==> config.mk <==
export PLATFORM = sky130hd
export DESIGN_NAME = frame_scheduler
export DESIGN_NICKNAME = d
export VERILOG_FILES = /design/src/rtl/frame_scheduler.sv
export SDC_FILE = /design/constraint.sdc
export NUM_CORES = 1
export LEC_CHECK = 0
export CAP_MARGIN = 25
export CELL_PAD_IN_SITES_DETAIL_PLACEMENT = 2
export CELL_PAD_IN_SITES_GLOBAL_PLACEMENT = 2
export CORE_MARGIN = 10
export CORE_UTILIZATION = 39
export CTS_CLUSTER_SIZE = 30
export DETAILED_ROUTE_END_ITERATION = 8
export DONT_BUFFER_PORTS = 1
export GPL_TIMING_DRIVEN = 0
export PLACE_DENSITY = 0.79
export SETUP_SLACK_MARGIN = 0.1
export SYNTH_ARGS = -nofsm -noshare
export SYNTH_HDL_FRONTEND = slang
export SYNTH_SLANG_ARGS = --single-unit
export TNS_END_PERCENT = 10
==> constraint.sdc <==
create_clock -name sys_clk_in -period 2.6 [get_ports sys_clk_in]
set_input_delay 0.39 -clock sys_clk_in [delete_from_list [all_inputs] [get_ports sys_clk_in]]
set_output_delay 0.39 -clock sys_clk_in [all_outputs]
set_load 0.01 [all_outputs]
==> src/rtl/frame_scheduler.sv <==
// Frame scheduler: walks the frame in FMA_COUNT-pixel batches, hands each batch to the GPU,
// holds the frame-buffer write address while results drain, then swaps on vertical blank.
module frame_scheduler #(
  parameter int FMA_COUNT = 2,
  parameter int WIDTH     = 320,
  parameter int HEIGHT    = 320
) (
  input  logic                                sys_clk_in,
  input  logic                                rst_n_in,
  input  logic                                start_in,
  input  logic                                continuous_in,
  input  logic                                abort_in,
  input  logic                                gpu_ready_in,
  input  logic                                iters_valid_in,
  input  logic                                vsync_in,
  output logic                                batch_valid_out,
  output logic [$clog2(WIDTH*HEIGHT)-1:0]     batch_addr_out,
  output logic [$clog2(WIDTH*HEIGHT)-1:0]     addr_write_out,
  output logic                                swap_out,
  output logic                                busy_out,
  output logic [15:0]                         frame_count_out
);

  localparam int PIXELS = WIDTH * HEIGHT;
  localparam int AW     = $clog2(PIXELS);
  localparam int CW     = (FMA_COUNT < 1) ? 1 : $clog2(FMA_COUNT + 1);

  localparam logic [AW:0]   PIXELS_W = PIXELS[AW:0];
  localparam logic [AW:0]   STEP_W   = FMA_COUNT[AW:0];
  localparam logic [CW-1:0] DRAIN_W  = FMA_COUNT[CW-1:0];

  typedef enum logic [2:0] {
    S_IDLE,
    S_ISSUE,
    S_WAIT,
    S_DRAIN,
    S_WAIT_VSYNC,
    S_SWAP
  } state_t;

  state_t          state_q, state_d;
  logic [AW-1:0]   pixel_addr_q, pixel_addr_d;
  logic [AW-1:0]   addr_write_q, addr_write_d;
  logic [CW-1:0]   drain_cnt_q, drain_cnt_d;
  logic            abort_pending_q, abort_pending_d;
  logic [15:0]     frame_count_q, frame_count_d;

  logic [AW:0]     next_addr;
  logic            frame_done;
  logic            drain_done;
  logic            abort_seen;

  // Extra bit on the sum so the end-of-frame compare works when PIXELS is a power of two.
  assign next_addr  = {1'b0, pixel_addr_q} + STEP_W;
  assign frame_done = (next_addr == PIXELS_W);
  assign drain_done = (drain_cnt_q == '0);
  assign abort_seen = abort_pending_q | abort_in;

  always_ff @(posedge sys_clk_in or negedge rst_n_in) begin
    if (!rst_n_in) begin
      state_q         <= S_IDLE;
      pixel_addr_q    <= '0;
      addr_write_q    <= '0;
      drain_cnt_q     <= '0;
      abort_pending_q <= 1'b0;
      frame_count_q   <= '0;
    end else begin
      state_q         <= state_d;
      pixel_addr_q    <= pixel_addr_d;
      addr_write_q    <= addr_write_d;
      drain_cnt_q     <= drain_cnt_d;
      abort_pending_q <= abort_pending_d;
      frame_count_q   <= frame_count_d;
    end
  end

  always_comb begin
    state_d = state_q;
    unique case (state_q)
      S_IDLE: begin
        if (!abort_in && start_in) state_d = S_ISSUE;
      end
      S_ISSUE: begin
        if (abort_in)          state_d = S_IDLE;
        else if (gpu_ready_in) state_d = S_WAIT;
      end
      S_WAIT: begin
        if (iters_valid_in) state_d = S_DRAIN;
      end
      S_DRAIN: begin
        // A deferred abort lands here, once the frame buffer has finished its writes.
        if (drain_done) begin
          if (abort_seen)      state_d = S_IDLE;
          else if (frame_done) state_d = S_WAIT_VSYNC;
          else                 state_d = S_ISSUE;
        end
      end
      S_WAIT_VSYNC: begin
        if (abort_in)      state_d = S_IDLE;
        else if (vsync_in) state_d = S_SWAP;
      end
      S_SWAP: begin
        if (continuous_in && !abort_in) state_d = S_ISSUE;
        else                            state_d = S_IDLE;
      end
      default: state_d = S_IDLE;
    endcase
  end

  always_comb begin
    pixel_addr_d    = pixel_addr_q;
    addr_write_d    = addr_write_q;
    drain_cnt_d     = drain_cnt_q;
    abort_pending_d = abort_pending_q;
    frame_count_d   = frame_count_q;

    if ((state_q == S_IDLE || state_q == S_SWAP) && state_d == S_ISSUE) begin
      pixel_addr_d = '0;
    end

    if (state_q == S_WAIT && iters_valid_in) begin
      addr_write_d = pixel_addr_q;
      drain_cnt_d  = DRAIN_W;
    end

    if (state_q == S_DRAIN) begin
      if (drain_done) pixel_addr_d = next_addr[AW-1:0];
      else            drain_cnt_d  = drain_cnt_q - 1'b1;
    end

    if (state_q == S_SWAP) begin
      frame_count_d = frame_count_q + 16'd1;
    end

    if (state_d == S_IDLE) begin
      abort_pending_d = 1'b0;
    end else if ((state_q == S_WAIT || state_q == S_DRAIN) && abort_in) begin
      abort_pending_d = 1'b1;
    end
  end

  always_comb begin
    batch_valid_out = (state_q == S_ISSUE);
    swap_out        = (state_q == S_SWAP);
    busy_out        = (state_q != S_IDLE);
    batch_addr_out  = pixel_addr_q;
    addr_write_out  = addr_write_q;
    frame_count_out = frame_count_q;
  end

endmodule

==> results.json, run 1 <==
{
  "viasPerCell": 5.69,
  "holdWs_ns": 0.210,
  "synthTopCellsByCount": "dfrtp_1 (56), mux2_2 (20), nand2_1 (20)",
  "cts-htree-levels": 2,
  "startpoint": "batch_addr_out[1]$_DFF_PN0_",
  "yosysWarnings": 0,
  "highest_layer": "met4",
  "synthDistinctLibCells": 46,
  "wl_per_cell_um": 20.6,
  "synthArstFlopShare": 1.00,
  "pwr-share-clk": 0.223,
  "p_comb_frac": 0.272,
  "min_period_ns": 2.43,
  "finalCritPeriodShare": 0.934,
  "die_area_um2": 11100,
  "max_freq_ghz": 0.412,
  "overflow": 0,
  "setup_viol": 0,
  "crit_fanout": 7,
  "drt-initial-drc-count": 71,
  "synth_most_common_cell": "dfrtp_1",
  "yosysTopAreaCellShare": 0.494,
  "drc": 0,
  "start_util": 0.396,
  "seqPwrFrac": 0.505,
  "grt_use_total": 0.145,
  "syn_area_um2": 2840,
  "fin_ws_ns": 0.173,
  "met2_length_mm": 3.98,
  "cp_top_family": "simple AND/OR/NAND/NOR gates",
  "cp.arrival_ns": 2.62,
  "cts_tree": "yes",
  "grt_max_degree": 57,
  "cts_buffers": 5,
  "synthToLayoutAreaGrowth_pct": 11.3,
  "tightest_slew_ns": 0.565,
  "wl_met3_um": 662,
  "rsz0062_at_grt": "yes",
  "dp_hpwl_mm": 5.67,
  "finalClockSkew_ns": 0.00680,
  "synth_edf_count": 0,
  "io_buffers": 0,
  "cts.sinks": 56,
  "crit_slowest_cell": "or4_1",
  "slowest_delay_ns": 0.59,
  "maxSlewHeadroom": 0.624,
  "power_leakage_nw": 1.42,
  "hold_class": "in -> reg",
  "hold_viol_final": 0,
  "n_antenna_cell": 0,
  "syn-num-nets": 283,
  "routed_wirelength_mm": 7.93,
  "cp.buffers_inverters": 0,
  "synthCells": 273,
  "grt_pass1_vias": 2432,
  "ant_nets": 0,
  "cts_max_path_buffers": 2,
  "status": "complete, no violations",
  "crit_type": "reg -> reg",
  "netSwitchingFraction": 0.368,
  "gp_congestion": 0.774,
  "critPathLaunchType": "flip-flop",
  "fp.dieW_um": 105,
  "path_cells": "ha_2 > xor2_1 > or4b_1 > or4_1 > nor4_4 > o41ai_1",
  "drive_gt1_frac": 0.182,
  "dp_slack_ns": -0.118,
  "hp-start": "abort_in",
  "ys.flop_type": "dfrtp_1",
  "synth.largest_area_cell": "dfrtp_1",
  "die_h_um": 105,
  "worstSkewPairLatency_ns": 0.31,
  "ir_drop_mv": 0.250,
  "num_vias": 2186,
  "p_per_area_nw_per_um2": 708,
  "finalPower_mw": 2.24,
  "grt_pass1_wl_mm": 13.3,
  "yosysSeqAreaShare": 0.494,
  "critPathRequiredTime_ns": 2.79,
  "cts_root_buf": "clkbuf_8",
  "core_um2": 7180,
  "synth_area_leaders": "dfrtp_1 (49%), mux2_2 (7.9%), xnor2_1 (4.9%)",
  "dr.pass1.iters": 4,
  "clkSlewWorstSetupHoldPaths_ns": 0.11,
  "p_int_mw": 1.41,
  "cap_violations": 0,
  "nets": 294,
  "wl_met1_mm": 3.19,
  "synth_seq_cells": 56,
  "slew_viol_final": 0,
  "rr_startpoint": "batch_addr_out[1]$_DFF_PN0_",
  "syn_avg_cell_area_um2": 10.4,
  "io_pins": 61,
  "antenna_found_initial": 0,
  "switchingPower_mw": 0.822,
  "std_cell_rows": 31,
  "cp-end-kind": "flip-flop"
}
flip-flops by register name, summed over array words and instances, names as in the netlist:
| register | flops |
|---|---|
| abort_pending_q | 1 |
| addr_write_out | 17 |
| batch_addr_out | 17 |
| drain_cnt_q | 2 |
| frame_count_out | 16 |
| state_q | 3 |
placed cells by master, fill, tap and decap left out, types with 2 or more instances in the layout:
cell	instances
nor2_1	13
nor2_4	2
a21o_1	3
clkbuf_2	4
buf_2	6
inv_1	3
xor2_1	6
a22o_1	5
nand2b_1	3
clkbuf_8	5
nor3_2	2
or3_1	2
nor3_1	6
a21oi_1	11
xnor2_1	16
mux2i_1	6
nand2_1	20
o21ai_0	7
clkbuf_1	8
buf_1	2
a22oi_1	2
nand4_1	9
dfrtp_2	2
inv_6	2
mux2_2	20
nor2b_1	2
nand3_1	13
and4_1	2
a31oi_1	10
dfrtp_1	54
nor3b_1	2
and3_1	9
and2_1	3
cells by family after synthesis:
kind of cell / Yosys count / synth area share
fa+ha+maj: 2 / 0.00881
simple gates: 96 / 0.183
mux: 26 / 0.100
flops: 56 / 0.494
xor+xnor: 22 / 0.0679
compound gates: 47 / 0.109
buf+inv: 24 / 0.0370
worst paths after layout:
kind / end / slack (ns) / cells past startpoint
worst max-delay path: state_q[0]$_DFF_PN0_ / 0.17 / 6
worst max register to register: state_q[0]$_DFF_PN0_ / 0.17 / 6
worst min register to register: frame_count_out[15]$_DFFE_PN0P_ / 0.55 / 1
min in group asynchronous: addr_write_out[9]$_DFFE_PN0P_ / 0.61 / 2
worst min-delay path: state_q[0]$_DFF_PN0_ / 0.21 / 1
max in group asynchronous: batch_addr_out[2]$_DFF_PN0_ / 1.73 / 2
per-layer routing:
| metal | global-route usage | vias to the layer above |
|---|---|---|
| li1 | - | 998 |
| met1 | 0.170 | 1131 |
| met2 | 0.245 | 50 |
| met3 | 0.0554 | 7 |
| met4 | 0.0333 | 0 |
| met5 | 0 | - |
power groups by stage:
stage / combinational (mW) / clock (mW) / sequential [mW]
4_1_cts: 0.606 / 0.526 / 1.13
5_1_grt: 0.685 / 0.548 / 1.16
3_5_place_dp: 0.565 / 0 / 1.15
6_report: 0.608 / 0.499 / 1.13
2_1_floorplan: 0.425 / 0 / 1.10
3_3_place_gp: 0.539 / 0 / 1.14
through the flow:
stage / utilization / cell area [um2] / std cells / TNS (ns)
2_1_floorplan: - / 2840 / 273 / 0
3_3_place_gp: 0.413 / 2960 / 372 / -0.0840
3_5_place_dp: 0.413 / 2960 / 372 / -0.185
4_1_cts: 0.434 / 3120 / 383 / 0
5_1_grt: 0.440 / 3160 / 384 / 0
6_report: 0.440 / 3160 / 384 / 0
cell type report:
| type | count | area, um2 |
|---|---|---|
| plain buffers | 20 | 95.1 |
| clock buffers | 5 | 68.8 |
| clock inverters | 3 | 25.0 |
| fillers | 761 | 4020 |
| inverters | 4 | 15.0 |
| multi-input cells | 193 | 1380 |
| flip-flops and latches | 56 | 1400 |
| well taps | 99 | 124 |
| repair buffers | 4 | 48.8 |
what timing repair did:
action / in CTS / in global routing
gates resized for setup: 6 / 14
endpoints found under the hold margin: 56 / 0
setup buffers: 1 / 1
pin swaps: 1 / 1
endpoints found under the setup margin: 2 / 20
hold buffers: 2 / 0
worst register-to-register path, delay by kind of cell (launching register included):
family | cells | cell delay [ns]
AOI/OAI and AO/OA | 1 | 0.13
xor gates and xnor gates | 1 | 0.16
adders and majority gates | 1 | 0.25
DFF | 1 | 0.49
and+or+nand+nor | 3 | 1.27
Power figures use the tool's default switching activity.
==> inputs of run 2 (changes only) <==
--- a/config.mk
+++ b/config.mk
@@ -5,6 +5,7 @@
 export SDC_FILE = /design/constraint.sdc
 export NUM_CORES = 1
 export LEC_CHECK = 0
+export ABC_CLOCK_PERIOD_IN_PS = 2600
 export CAP_MARGIN = 25
 export CELL_PAD_IN_SITES_DETAIL_PLACEMENT = 2
 export CELL_PAD_IN_SITES_GLOBAL_PLACEMENT = 2
==> results of run 2 <==
The final DEF is identical to that of run 1; final timing and power are the same.
